==> src/rtl/seg_scan_display.sv <==
// Multiplexed common-anode 7-segment scanner with double-buffered data.
// Optional leading-zero blanking: define LEADING_ZERO_BLANK_EN.
module seg_scan_display #(
  parameter int DIGITS       = 8,
  parameter int SCAN_DIV     = 100000,
  parameter int BLINK_FRAMES = 250
) (
  input  logic                clk,
  input  logic                rst_n,
  input  logic                load,
  input  logic [4*DIGITS-1:0] data,
  input  logic [DIGITS-1:0]   dp_mask,
  input  logic [DIGITS-1:0]   blank_mask,
  input  logic [DIGITS-1:0]   blink_mask,
  output logic [DIGITS-1:0]   led_en,
  output logic [6:0]          led_seg,
  output logic                led_dp,
  output logic                frame_done
);

  localparam int DW = 4 * DIGITS;
  localparam int PW = $clog2(SCAN_DIV);
  localparam int IW = $clog2(DIGITS);
  localparam int BW = (BLINK_FRAMES > 1) ? $clog2(BLINK_FRAMES) : 1;

  localparam logic [PW-1:0] P_LAST = PW'(SCAN_DIV - 1);
  localparam logic [IW-1:0] I_LAST = IW'(DIGITS - 1);
  localparam logic [BW-1:0] B_LAST = BW'(BLINK_FRAMES - 1);

  logic [PW-1:0]     presc;
  logic [IW-1:0]     idx;
  logic [BW-1:0]     bcnt;
  logic              phase;

  logic [DW-1:0]     pend_data, shd_data;
  logic [DIGITS-1:0] pend_dp, shd_dp;
  logic [DIGITS-1:0] pend_blank, shd_blank;
  logic [DIGITS-1:0] pend_blink, shd_blink;

  logic              tick, started, boundary;
  logic [IW-1:0]     nidx;
  logic [DW-1:0]     nxt_data, src_data;
  logic [DIGITS-1:0] nxt_dp, src_dp;
  logic [DIGITS-1:0] nxt_blank, src_blank;
  logic [DIGITS-1:0] nxt_blink, src_blink;
  logic              src_phase;
  logic [DIGITS-1:0] lz;
  logic [3:0]        nib;
  logic              s_dp, s_blank, s_blink, s_lz;
  logic              dark;
  logic [6:0]        seg_n;
  logic              dp_n;

  function automatic logic [6:0] hex7(input logic [3:0] v);
    unique case (v)
      4'h0: hex7 = 7'b0000001;
      4'h1: hex7 = 7'b1001111;
      4'h2: hex7 = 7'b0010010;
      4'h3: hex7 = 7'b0000110;
      4'h4: hex7 = 7'b1001100;
      4'h5: hex7 = 7'b0100100;
      4'h6: hex7 = 7'b0100000;
      4'h7: hex7 = 7'b0001111;
      4'h8: hex7 = 7'b0000000;
      4'h9: hex7 = 7'b0000100;
      4'hA: hex7 = 7'b0001000;
      4'hB: hex7 = 7'b1100000;
      4'hC: hex7 = 7'b0110001;
      4'hD: hex7 = 7'b1000010;
      4'hE: hex7 = 7'b0110000;
      default: hex7 = 7'b0111000;
    endcase
  endfunction

  // led_en is all ones only before the first slot has been lit
  assign started  = ~&led_en;
  assign tick     = (presc == P_LAST);
  assign boundary = tick && started && (idx == I_LAST);

  always_comb begin
    nidx = '0;
    if (started && idx != I_LAST)
      nidx = IW'(idx + 1'b1);
  end

  assign nxt_data  = load ? data       : pend_data;
  assign nxt_dp    = load ? dp_mask    : pend_dp;
  assign nxt_blank = load ? blank_mask : pend_blank;
  assign nxt_blink = load ? blink_mask : pend_blink;

  // the slot starting on a boundary already belongs to the new frame
  assign src_data  = boundary ? nxt_data  : shd_data;
  assign src_dp    = boundary ? nxt_dp    : shd_dp;
  assign src_blank = boundary ? nxt_blank : shd_blank;
  assign src_blink = boundary ? nxt_blink : shd_blink;
  assign src_phase = (boundary && bcnt == B_LAST) ? ~phase : phase;

`ifdef LEADING_ZERO_BLANK_EN
  logic run;
  always_comb begin
    lz  = '0;
    run = 1'b1;
    for (int i = DIGITS - 1; i > 0; i--) begin
      if (run && src_data[4*i +: 4] == 4'h0)
        lz[i] = 1'b1;
      else
        run = 1'b0;
    end
  end
`else
  assign lz = '0;
`endif

  always_comb begin
    nib     = '0;
    s_dp    = 1'b0;
    s_blank = 1'b0;
    s_blink = 1'b0;
    s_lz    = 1'b0;
    for (int i = 0; i < DIGITS; i++) begin
      if (nidx == IW'(i)) begin
        nib     = src_data[4*i +: 4];
        s_dp    = src_dp[i];
        s_blank = src_blank[i];
        s_blink = src_blink[i];
        s_lz    = lz[i];
      end
    end
  end

  assign dark  = s_blank | (s_blink & src_phase);
  assign seg_n = (dark | s_lz) ? 7'b1111111 : hex7(nib);
  assign dp_n  = dark ? 1'b1 : ~s_dp;

  always_ff @(posedge clk or negedge rst_n) begin
    if (!rst_n) begin
      presc      <= '0;
      idx        <= '0;
      bcnt       <= '0;
      phase      <= 1'b0;
      pend_data  <= '0;
      pend_dp    <= '0;
      pend_blank <= '0;
      pend_blink <= '0;
      shd_data   <= '0;
      shd_dp     <= '0;
      shd_blank  <= '0;
      shd_blink  <= '0;
      led_en     <= '1;
      led_seg    <= 7'b1111111;
      led_dp     <= 1'b1;
      frame_done <= 1'b0;
    end else begin
      presc      <= tick ? '0 : PW'(presc + 1'b1);
      frame_done <= boundary;
      if (load) begin
        pend_data  <= data;
        pend_dp    <= dp_mask;
        pend_blank <= blank_mask;
        pend_blink <= blink_mask;
      end
      if (tick) begin
        idx     <= nidx;
        led_en  <= ~(DIGITS'(1) << nidx);
        led_seg <= seg_n;
        led_dp  <= dp_n;
      end
      if (boundary) begin
        shd_data  <= nxt_data;
        shd_dp    <= nxt_dp;
        shd_blank <= nxt_blank;
        shd_blink <= nxt_blink;
        if (bcnt == B_LAST) begin
          bcnt  <= '0;
          phase <= ~phase;
        end else begin
          bcnt <= BW'(bcnt + 1'b1);
        end
      end
    end
  end

endmodule

==> config.mk <==
export PLATFORM = sky130hd
export DESIGN_NAME = seg_scan_display
export DESIGN_NICKNAME = d
export VERILOG_FILES = /design/src/rtl/seg_scan_display.sv
export SDC_FILE = /design/constraint.sdc
export NUM_CORES = 1
export LEC_CHECK = 0
export CAP_MARGIN = 30
export CORE_AREA = 2 2 232 120
export DETAILED_ROUTE_END_ITERATION = 16
export DIE_AREA = 0 0 234 122
export HOLD_SLACK_MARGIN = 0.05
export PLACE_DENSITY = 0.47
export SYNTH_ARGS = -nofsm -noshare
export SYNTH_HDL_FRONTEND = slang
export SYNTH_SLANG_ARGS = --single-unit
==> constraint.sdc <==
create_clock -name clk -period 3.35 [get_ports clk]
set_clock_uncertainty 0.2 [all_clocks]
set_input_delay 1.005 -clock clk [delete_from_list [all_inputs] [get_ports clk]]
set_output_delay 1.005 -clock clk [all_outputs]
set_load 0.01 [all_outputs]
==> After elaboration in Yosys (flattened, before gate mapping) <==
Memory sizes are Yosys's and may differ from the RTL's.
Index checks and enable logic that the tools add are counted.
{ "word_totals": {"ram_bits": 0, "elab_cells": 91, "inputBits": 59, "n_memories": 1, "output_inout_bits": 17, "rom_bits": 112, "reg_bits": 158, "latch_bits": 0} }
{ "mem_list": {"columns": ["memory", "depth", "word_bits", "read_ports", "rd_clocked_by_memory_dff", "wr", "line_no", "text"], "rows": [
  ["(no name shown)", 16, 7, 1, 0, 0, "55", "unique case (v)"]
]} }
{ "classes": {"div_mod_pow": 0, "addsub": 3, "n_shift": 1, "n_reduce_logical": 8, "order_cmp": 0, "n_bitwise": 5, "mux": 46, "n_mul": 0, "eq_ne": 11} }
{ "ops": {"columns": ["operator", "count"], "rows": [
  ["two-way mux 32 bit", 2],
  ["two-way mux 8 bit", 7],
  ["two-way mux 4 bit", 8],
  ["two-way mux 1 bit", 26],
  ["adder 17 x 1 -> 17 bit, second input constant", 1],
  ["== test 17 bit, second input constant", 1],
  ["two-way mux 17 bit", 1],
  ["== test 3 bit, second input constant", 5],
  ["adder 8 x 1 -> 8 bit, second input constant", 1],
  ["== test 8 bit, second input constant", 1],
  ["NOT 8 bit", 1],
  ["AND reduction 8 bit", 1],
  ["<< shifter 1 x 3 -> 8 bit, first input constant", 1],
  ["two-way mux 7 bit", 1],
  ["== test 3 x 2 -> 1 bit, second input constant", 2],
  ["logical AND 1 bit", 4],
  ["adder 3 x 1 -> 3 bit, second input constant", 1],
  ["== test 3 x 1 -> 1 bit, second input constant", 1],
  ["zero test 3 bit", 1],
  ["two-way mux 3 bit", 1],
  ["!= test 3 bit, second input constant", 1],
  ["NOT 1 bit", 2],
  ["AND reduction 2 bit", 1],
  ["AND 1 bit", 1],
  ["2 further kinds", 2]
]} }

==> Longest topological paths before layout <==
{ "depth": {"word_depth": 16, "ltp_mapped": 14, "depth_no_buf": 12} }

==> Least setup slack after synthesis <==
Ideal clock, no wire load.
{ "synth_timing": {"path_kind": "reg-to-reg", "start": "register idx[0]", "end": "register led_seg[4]", "arrival_ns": 3.159, "setup_time_ns": 0.073, "stages_incl_launch_ff": 14, "synth_period_minus_slack_ns": 3.432, "n_path_buf": 1, "required_time_ns": 3.077, "path_slack_ns": -0.082, "path_cell_list": "dfrtp_1 > ha_1 > ha_1 > clkbuf_1 > nor2_1 > a221o_1 > o211ai_1 > a31oi_1 > nor4_4 > inv_1 > ha_1 > nor4_1 > a31oi_1 > a21oi_1"} }
{ "synth_between": {"elab_chain_cells": 15, "elab_cells_between_ends": 47, "cone_classes": "add/sub (1); eq/ne (9); mux (30); bitwise (2); reduce/logical (4); memory (1)"} }
{ "synth_rtl": {"columns": ["item", "line_no", "text"], "rows": [
  ["start, declared", "31", "logic [IW-1:0] idx;"],
  ["start signal, assigned", "163", "idx <= nidx;"],
  ["branches (longest 14 deep; another with memory (16 x 7 bit))", null, null],
  ["two-way mux 7 bit (*)", "132", "assign seg_n = (dark | s_lz) ? 7'b1111111 : hex7(nib);"],
  ["end signal, assigned", "165", "led_seg <= seg_n;"],
  ["end, declared", "16", "output logic [6:0] led_seg,"]
]} }
Every way passes the cells marked *.
A chain may end at the register's enable or synchronous reset.

==> Final worst setup path <==
{ "layout_timing": {"start": "register idx[1]", "end": "register led_seg[0]"} }
The elaborated chain is that of the path after synthesis.

==> results.yml <==
run_status:
  status: "completed"
worst_hold_path:
  holdCritStartpoint: "shd_data[12]$_DFF_PN0_"
  holdPathEnd: "shd_data[12]$_DFF_PN0_"
  min_path_type: "reg -> reg"
  min_path_cells: 2
final_layout:
  areaGrowthSynthToFinish_pct: 33.2
  antenna_cells: 0
  design_area_sq_um: 9730
  layout-drive-gt1-share_pct: 28.0
  nNetsFinal: 888
place:
  portBuffers: 75
  gp_congestion: 0.880
  hpwl_um: 15900
  place_ws_ns: -0.280
  place_area_sq_um: 8970
synthesis:
  synth_xor_area_share_pct: 2.04
  syn-cell-area_sq_um: 7300
  synth_top_area_share_pct: 48.6
  synth.area.top_cells: "dfrtp_1 (49%), mux2_2 (8.8%), nand2_1 (6.5%)"
  synth_fa_ha_area_share_pct: 1.88
  syn_nets: 745
  synth_ff_type: "dfrtp_1"
  synth_top_family_by_area: "simple AND/OR/NAND/NOR gates"
  yosysWarnings: 0
  yosysTopAreaCell: "dfrtp_1"
  yosysMostFrequentCell: "dfrtp_1"
  async_flop_share_pct: 100
  synth-edff-count: 0
  ys_seq_elements: 158
  synth_area_per_cell_sq_um: 10.8
  synth_mux_area_share_pct: 10.7
  postSynthCellCount: 675
  synth-simple-area-share_pct: 17.9
  synth_compound_area_share_pct: 9.99
  synthTopCellsByCount: "dfrtp_1 (142), nand2_1 (127), nor2_1 (66), mux2_2 (57), a21oi_1 (23)"
  synth-seq-area-share_pct: 54.4
  ys_types: 67
cts:
  clkSlewWorstSetupHoldPaths_ns: 0.06
  cts_sinks: 158
  clockRootBuffer: "clkbuf_16"
  ctsHoldBuffers: 0
  clock_latency_ns: 0.44
  numCtsBuffers: 17
  cts_tree: "done"
  cts_max_level: 4
  clk_path_buf_depth: 2
setup_path:
  r2r-start: "idx[1]$_DFFE_PN0N_"
  worstSetupPathType: "reg -> reg"
  crit_chain: "ha_2, ha_4, buf_6, buf_4, and2_1, o21ai_0, a21oi_1, a211oi_1, a221o_1, buf_12, mux2_4, nand2_1, a31oi_1"
  crit_path_max_fanout: 8
  crit_start: "idx[1]$_DFFE_PN0N_"
  cp_top_family: "compound AO/OA/AOI/OAI gates"
  crit_required_ns: 3.50
  slowest_stage: "a211oi_1"
  slowest_delay_ns: 0.53
  critPathBufInv: 3
  r2r_slack_ns: 0.03
  cp-end-kind: "flip-flop"
  critical_path_arrival_ns: 3.48
  start_kind: "flip-flop"
  timing.rr.end: "led_seg[0]$_DFFE_PN1N_"
  reg2regPathDepth: 13
floorplanning:
  initial_core_util_pct: 27.2
  die_w_um: 234
  dieArea_sq_um: 28500
  die_h_um: 122
  io_pins: 76
  rows: 43
  coreArea_sq_um: 26800
route:
  via_per_inst: 4.67
  drc: 0
  wl_per_cell_um: 17.8
  vias: 5562
  routed_wirelength_um: 21300
  ant_nets: 0
  drt_iter0_markers: 337
  dr.pass1.iters: 5
timing:
  slew_headroom_pct: 58.7
  setup_viol: 0
  min_period_over_period_pct: 99.2
  min_period_ns: 3.32
  final_hold_viol_count: 0
  tightest_slew_ns: 0.616
  setup_slack_ns: 0.0285
  final_max_slew_viol_count: 0
  fin_tns_setup_ns: 0
  fmax_mhz: 301
global_routing:
  grt-ovfl-total: 0
  track_usage_pct: 15.8
  antenna_found_initial: 0
  grt_pass1_vias: 5575
  grt_max_degree: 60
  grt_first_pass_wirelength_um: 33200
pwr:
  switching_share_pct: 21.9
  power_density_nw_per_um2: 434
  pwr-share-seq_pct: 47.4
  combinationalPowerShare_pct: 6.0
  max-vdd-ir-drop_mv: 0.302
  p_clk_share_pct: 46.7
  leakage_nw: 4.13
  internal_power_mw: 3.30
  power.net_switching_uw: 923
run:
  max-cap-violations: 0
power groups by stage:
stage | logic [mW] | clock network (mW) | registers [mW]
global route | 0.277 | 2.12 | 2.01
finish | 0.252 | 1.97 | 2.00
detailed placement | 0.258 | 0 | 2.04
CTS | 0.259 | 2.04 | 2.00
floorplan | 0.107 | 0 | 2.03
global placement | 0.258 | 0 | 2.03
per-stage QoR:
step | utilization [%] | std cells | hold WS [ns] | power [mW]
6_report | 36.2 | 1191 | 0.276 | 4.23
5_1_grt | 36.2 | 1191 | 0.300 | 4.41
4_1_cts | 35.6 | 1186 | 0.280 | 4.30
3_5_place_dp | 33.4 | 1154 | 0.265 | 2.29
3_3_place_gp | 33.4 | 1154 | 0.260 | 2.29
2_1_floorplan | - | 675 | 0.237 | 2.14
timing repair:
action / in CTS / in global routing
gates resized for setup: 0 / 33
buffers inserted: 0 / 5
setup endpoints to repair: 0 / 8
placed cells by master, fill, tap and decap left out, drive strengths merged, types with 16 or more instances in the layout:
master	n
dfrtp	142
nand2	129
buf	85
clkdlybuf4s50	73
nor2	68
mux2	61
a21oi	23
o21ai	22
clkbuf	20
dfstp	16
worst max path at each step:
stage | to | cells past startpoint
4_1_cts | led_seg[0]$_DFFE_PN1N_ | 13
2_1_floorplan | led_seg[4]$_DFFE_PN1N_ | 10
3_3_place_gp | led_seg[4]$_DFFE_PN1N_ | 10
5_1_grt | led_seg[2]$_DFFE_PN1N_ | 13
3_5_place_dp | led_seg[4]$_DFFE_PN1N_ | 10
6_report | led_seg[0]$_DFFE_PN1N_ | 13
logic make-up (layout without fill, tap and decap cells):
family	after synthesis	count (layout)
AO/OA/AOI/OAI	98	98
XOR/XNOR	17	17
adder cells (fa/ha/maj)	11	11
buffers and inverters	46	202
flip-flops	158	158
multiplexers	70	70
AND/OR/NAND/NOR	275	275
worst min-delay path: cells and delay by family, from the launching register on:
| family | cells | cell delay (ns) |
|---|---|---|
| DFF | 1 | 0.34 |
| and+or+nand+nor | 2 | 0.10 |
layer usage:
metal  vias up  global-route usage [%]  share of wire (%)
met2       129                    19.4                 37
met1      2772                    25.1                 55
met3        20                    4.92                6.3
met5         -                    3.30               0.58
li1       2639                       -                  -
met4         2                    4.39                1.3
sequential cells by signal, indices dropped and copies added (netlist names):
signal	cells
pend_data	32
shd_data	32
presc	17
bcnt	8
led_en	8
pend_blank	8
pend_blink	8
pend_dp	8
shd_blank	8
shd_blink	8
shd_dp	8
led_seg	7
idx	3
frame_done	1
led_dp	1
phase	1
area by class of cell:
cell class | count | area, sq um
clock buffers | 20 | 447
multi-input cells | 471 | 3230
well taps | 360 | 450
flip-flops and latches | 158 | 3970
inverters | 12 | 45.0
repair buffers | 158 | 1440
fillers | 2692 | 17100
clock inverters | 12 | 144
(Power assumes the default switching activity.)
==> variant 1: new RTL, config.mk and constraints unchanged <==
Build with the macro `LEADING_ZERO_BLANK_EN` defined.
--- a/src/rtl/seg_scan_display.sv
+++ b/src/rtl/seg_scan_display.sv
@@ -1,4 +1,6 @@
 // Multiplexed common-anode 7-segment scanner with double-buffered data.
 // Optional leading-zero blanking: define LEADING_ZERO_BLANK_EN.
+`define LEADING_ZERO_BLANK_EN
+
 module seg_scan_display #(
   parameter int DIGITS       = 8,
Check against the original RTL: same outputs for any inputs over 10 cycles, from zero or initial values and one cycle with rst_n low; that may be too few to reach the edited logic, so the function may still have changed.
==> variant 1 against the unedited design <==
  * Register-to-register slack better by 50 ps
  * Synthesized area up 3.1%
  * Non-clock buffer count up 94
  * Power up 8.4%
  * Sequential cell count unchanged
  * Highest routed layer is now met4
  * Combinational power up 56%
  * Routed wire length up 19%
  * Critical path type is now input port to flop
  * Hold slack better by 1.7 ps
  * Clock power up 10%
  * Setup slack better by 38 ps
  * Cell area up 12%
==> variant 1: results (changes against the unedited design) <==
[place]
placed_cells=1279  ; was 1154
placed_area_um2=9883  ; was 8966 um^2
place_ws_ps=-522.0  ; was -280.4 ps
gp_congestion=0.9075  ; was 0.8801
dp_hpwl_um=18990  ; was 15880 um

[final_layout]
multi_input_cells=502  ; was 471
final_net_count=1019  ; was 888
fillCellCount=2595  ; was 2692
clock_area_share_pct=5.931  ; was 6.072%
multi_input_area_um2=3593  ; was 3232 um^2
final_design_area_no_fill_um2=10890  ; was 9727 um^2
layout-drive-gt1-share_pct=36.45  ; was 28.04%
finalNonFillerCells=1323  ; was 1191

[detailed_routing]
drt_wl_total_um=25200  ; was 21250 um
drt-initial-drc-count=525  ; was 337
vias=6385  ; was 5562

[setup_path]
crit_path_max_fanout=4  ; was 8
reg2reg_from=presc[1]  ; was idx[1]
crit_start=data[20]  ; was idx[1]
reg2reg_depth=16  ; was 13
reg2reg_slack_ps=80  ; was 30 ps

[min_path]
holdPathStages=1  ; was 2
hp-start=bcnt[5]  ; was shd_data[12]

[power_and_ir_drop]
ir_worst_vdd_mv=0.3286  ; was 0.3019 mV
switching_power_w=0.001028  ; was 0.0009233 W
combinationalPowerShare_pct=8.6  ; was 6.0%

[synthesis]
ys_top_cells_by_count=dfrtp_1 (142), nor2_1 (100), nand2_1 (64), mux2_2 (60), a21oi_1 (44)  ; was dfrtp_1 (142), nand2_1 (127), nor2_1 (66), mux2_2 (57), a21oi_1 (23)
synth_compound_area_share_pct=12.54  ; was 9.986%
synth_fa_ha_area_share_pct=1.661  ; was 1.884%
synthDistinctLibCells=73  ; was 67
seq_area_frac_synth_pct=52.76  ; was 54.40%

[sta]
max-slew-margin-rel_pct=56.60  ; was 58.66%

[global_routing]
grt_usage_pct=18.34  ; was 15.80%
grt_pass1_vias=6086  ; was 5575

[clock_network]
cts_setup_buffers=6  ; was 0

[outcome]
status=finished, final reports clean  ; unchanged

==> variant 1: cell types whose count changed after synthesis, sizes merged, moves of 6 or more <==
cell / unedited run / this run
o21ai: 22 / 29
inv: 12 / 19
o31ai: 1 / 10
nor3: 9 / 24
nand3: 14 / 20
a21oi: 23 / 46
nand2: 129 / 65
nor2: 68 / 103
==> variant 1: layer usage <==
layer  up-vias  share of wire [%]  global-route usage [%]
met3        19                9.0                   5.548
met4         0                1.1                   5.063
met5         -                  0                       0
li1       3028                  -                       -
met1      3117                 54                   29.96
met2       221                 36                   22.01
==> variant 1: logic make-up after synthesis <==
family	Yosys count
AOI/OAI and AO/OA	141
xor gates and xnor gates	15
adders and majority gates	10
buffers and inverters	51
DFF	158
muxes	74
and+or+nand+nor	262
==> variant 1: critical path: stages <==
cell,delay [ps]
clkdlybuf4s50_1,450
mux2_2,220
nor3_1,90
o21ai_0,180
buf_4,160
o211ai_1,90
buf_4,160
or2_4,240
inv_2,90
ha_4,160
o2111ai_2,140
mux2_2,300
a31oi_1,160
==> variant 2: new RTL, same flow settings <==
Made on the original files. Remove the register `frame_done`: a continuous assignment takes its place, so the output `frame_done` follows one clock earlier.
--- a/src/rtl/seg_scan_display.sv
+++ b/src/rtl/seg_scan_display.sv
@@ -150,8 +150,6 @@
       led_seg    <= 7'b1111111;
       led_dp     <= 1'b1;
-      frame_done <= 1'b0;
     end else begin
       presc      <= tick ? '0 : PW'(presc + 1'b1);
-      frame_done <= boundary;
       if (load) begin
         pend_data  <= data;
@@ -181,4 +179,6 @@
   end
 
+  assign frame_done = boundary;
+
 endmodule
 
Check against the original RTL: no difference found for any inputs over 10 cycles, from zero or initial values and one cycle with rst_n low; that may be too few to reach the edited logic, so the function may still have changed.
==> variant 2 against the unedited design <==
  * Sequential cell count shrank 1
  * Global-route usage fell by 0.23 points
  * Synthesized area down 0.34%
  * Non-clock buffer count increased by 7
  * Setup slack improved by 52 ps
  * Power fell by 2.9%
  * Critical path type unchanged
  * Routed wire length up 0.32%
  * Via count is 0.67% lower
  * First-iteration DRC count is 23% higher
  * Cell area decreased by 0.45%
==> variant 2: results (changes against the unedited design) <==
[setup_path]
slowest_delay_ps=430  ; was 530 ps
reg2reg_slack_ps=80  ; was 30 ps
r2r-end=led_seg[3]  ; was led_seg[0]
crit_path_max_fanout=4  ; was 8

[synthesis]
synthXorXnorAreaFrac_pct=2.045  ; was 2.038%
seq_area_frac_synth_pct=54.25  ; was 54.40%
ys_top_cells_by_count=dfrtp_1 (141), nand2_1 (127), nor2_1 (66), mux2_2 (57), a21oi_1 (23)  ; was dfrtp_1 (142), nand2_1 (127), nor2_1 (66), mux2_2 (57), a21oi_1 (23)
syn_nets=744  ; was 745
synth_compound_area_share_pct=10.02  ; was 9.986%

[global_routing]
grt_pass1_vias=5322  ; was 5575
met3_usage_pct=4.284  ; was 4.916%
grt_max_degree=52  ; was 60
grt_first_pass_wirelength_um=32630  ; was 33220 um

[detailed_routing]
wl_met2_um=7824  ; was 7860 um
routedLengthMet1_um=11980  ; was 11650 um
viasPerCell=4.620  ; was 4.670
drt-initial-drc-count=416  ; was 337

[final_layout]
layout-drive-gt1-share_pct=28.59  ; was 28.04%
final_design_area_no_fill_um2=9683  ; was 9727 um^2
fillCellCount=2686  ; was 2692

[outcome]
status=finished, final reports clean  ; unchanged

[clock_network]
post_cts_resized=7  ; was 0

[power_and_ir_drop]
leakage_nw=4.126  ; was 4.132 nW
ir_worst_vdd_mv=0.2375  ; was 0.3019 mV

[place]
dp_hpwl_um=15880  ; about the same

[sta]
finalHoldWorstSlack_ps=272.4  ; was 276.1 ps

[variant 2: cell count changes after synthesis, sizes merged]
cell,before,now
dfrtp,142,141
[variant 2: metrics by stage]
stage | total power (W) | setup TNS [ps] | setup WS (ps) | util [%] | cells
3_5_place_dp | 0.002282 | -934.5 | -165.3 | 33.37 | 1157
4_1_cts | 0.004167 | 0 | 4.276 | 35.50 | 1189
5_1_grt | 0.004260 | -93.29 | -41.41 | 36.07 | 1196
3_3_place_gp | 0.002279 | -1194 | -163.2 | 33.37 | 1157
2_1_floorplan | 0.002125 | 0 | 49.92 | - | 674
6_report | 0.004104 | 0 | 80.21 | 36.07 | 1196
[variant 2: area by class of cell]
cell class / count / area, um^2 / share of cell area (%)
clock inverter: 12 / 115.1 / 1.189
tap: 360 / 450.4 / 4.652
clock buffer: 19 / 442.9 / 4.574
inverter: 12 / 50.05 / 0.5169
multi-input combinational: 471 / 3194 / 32.99
timing repair buffer: 165 / 1481 / 15.30
sequential: 157 / 3949 / 40.78
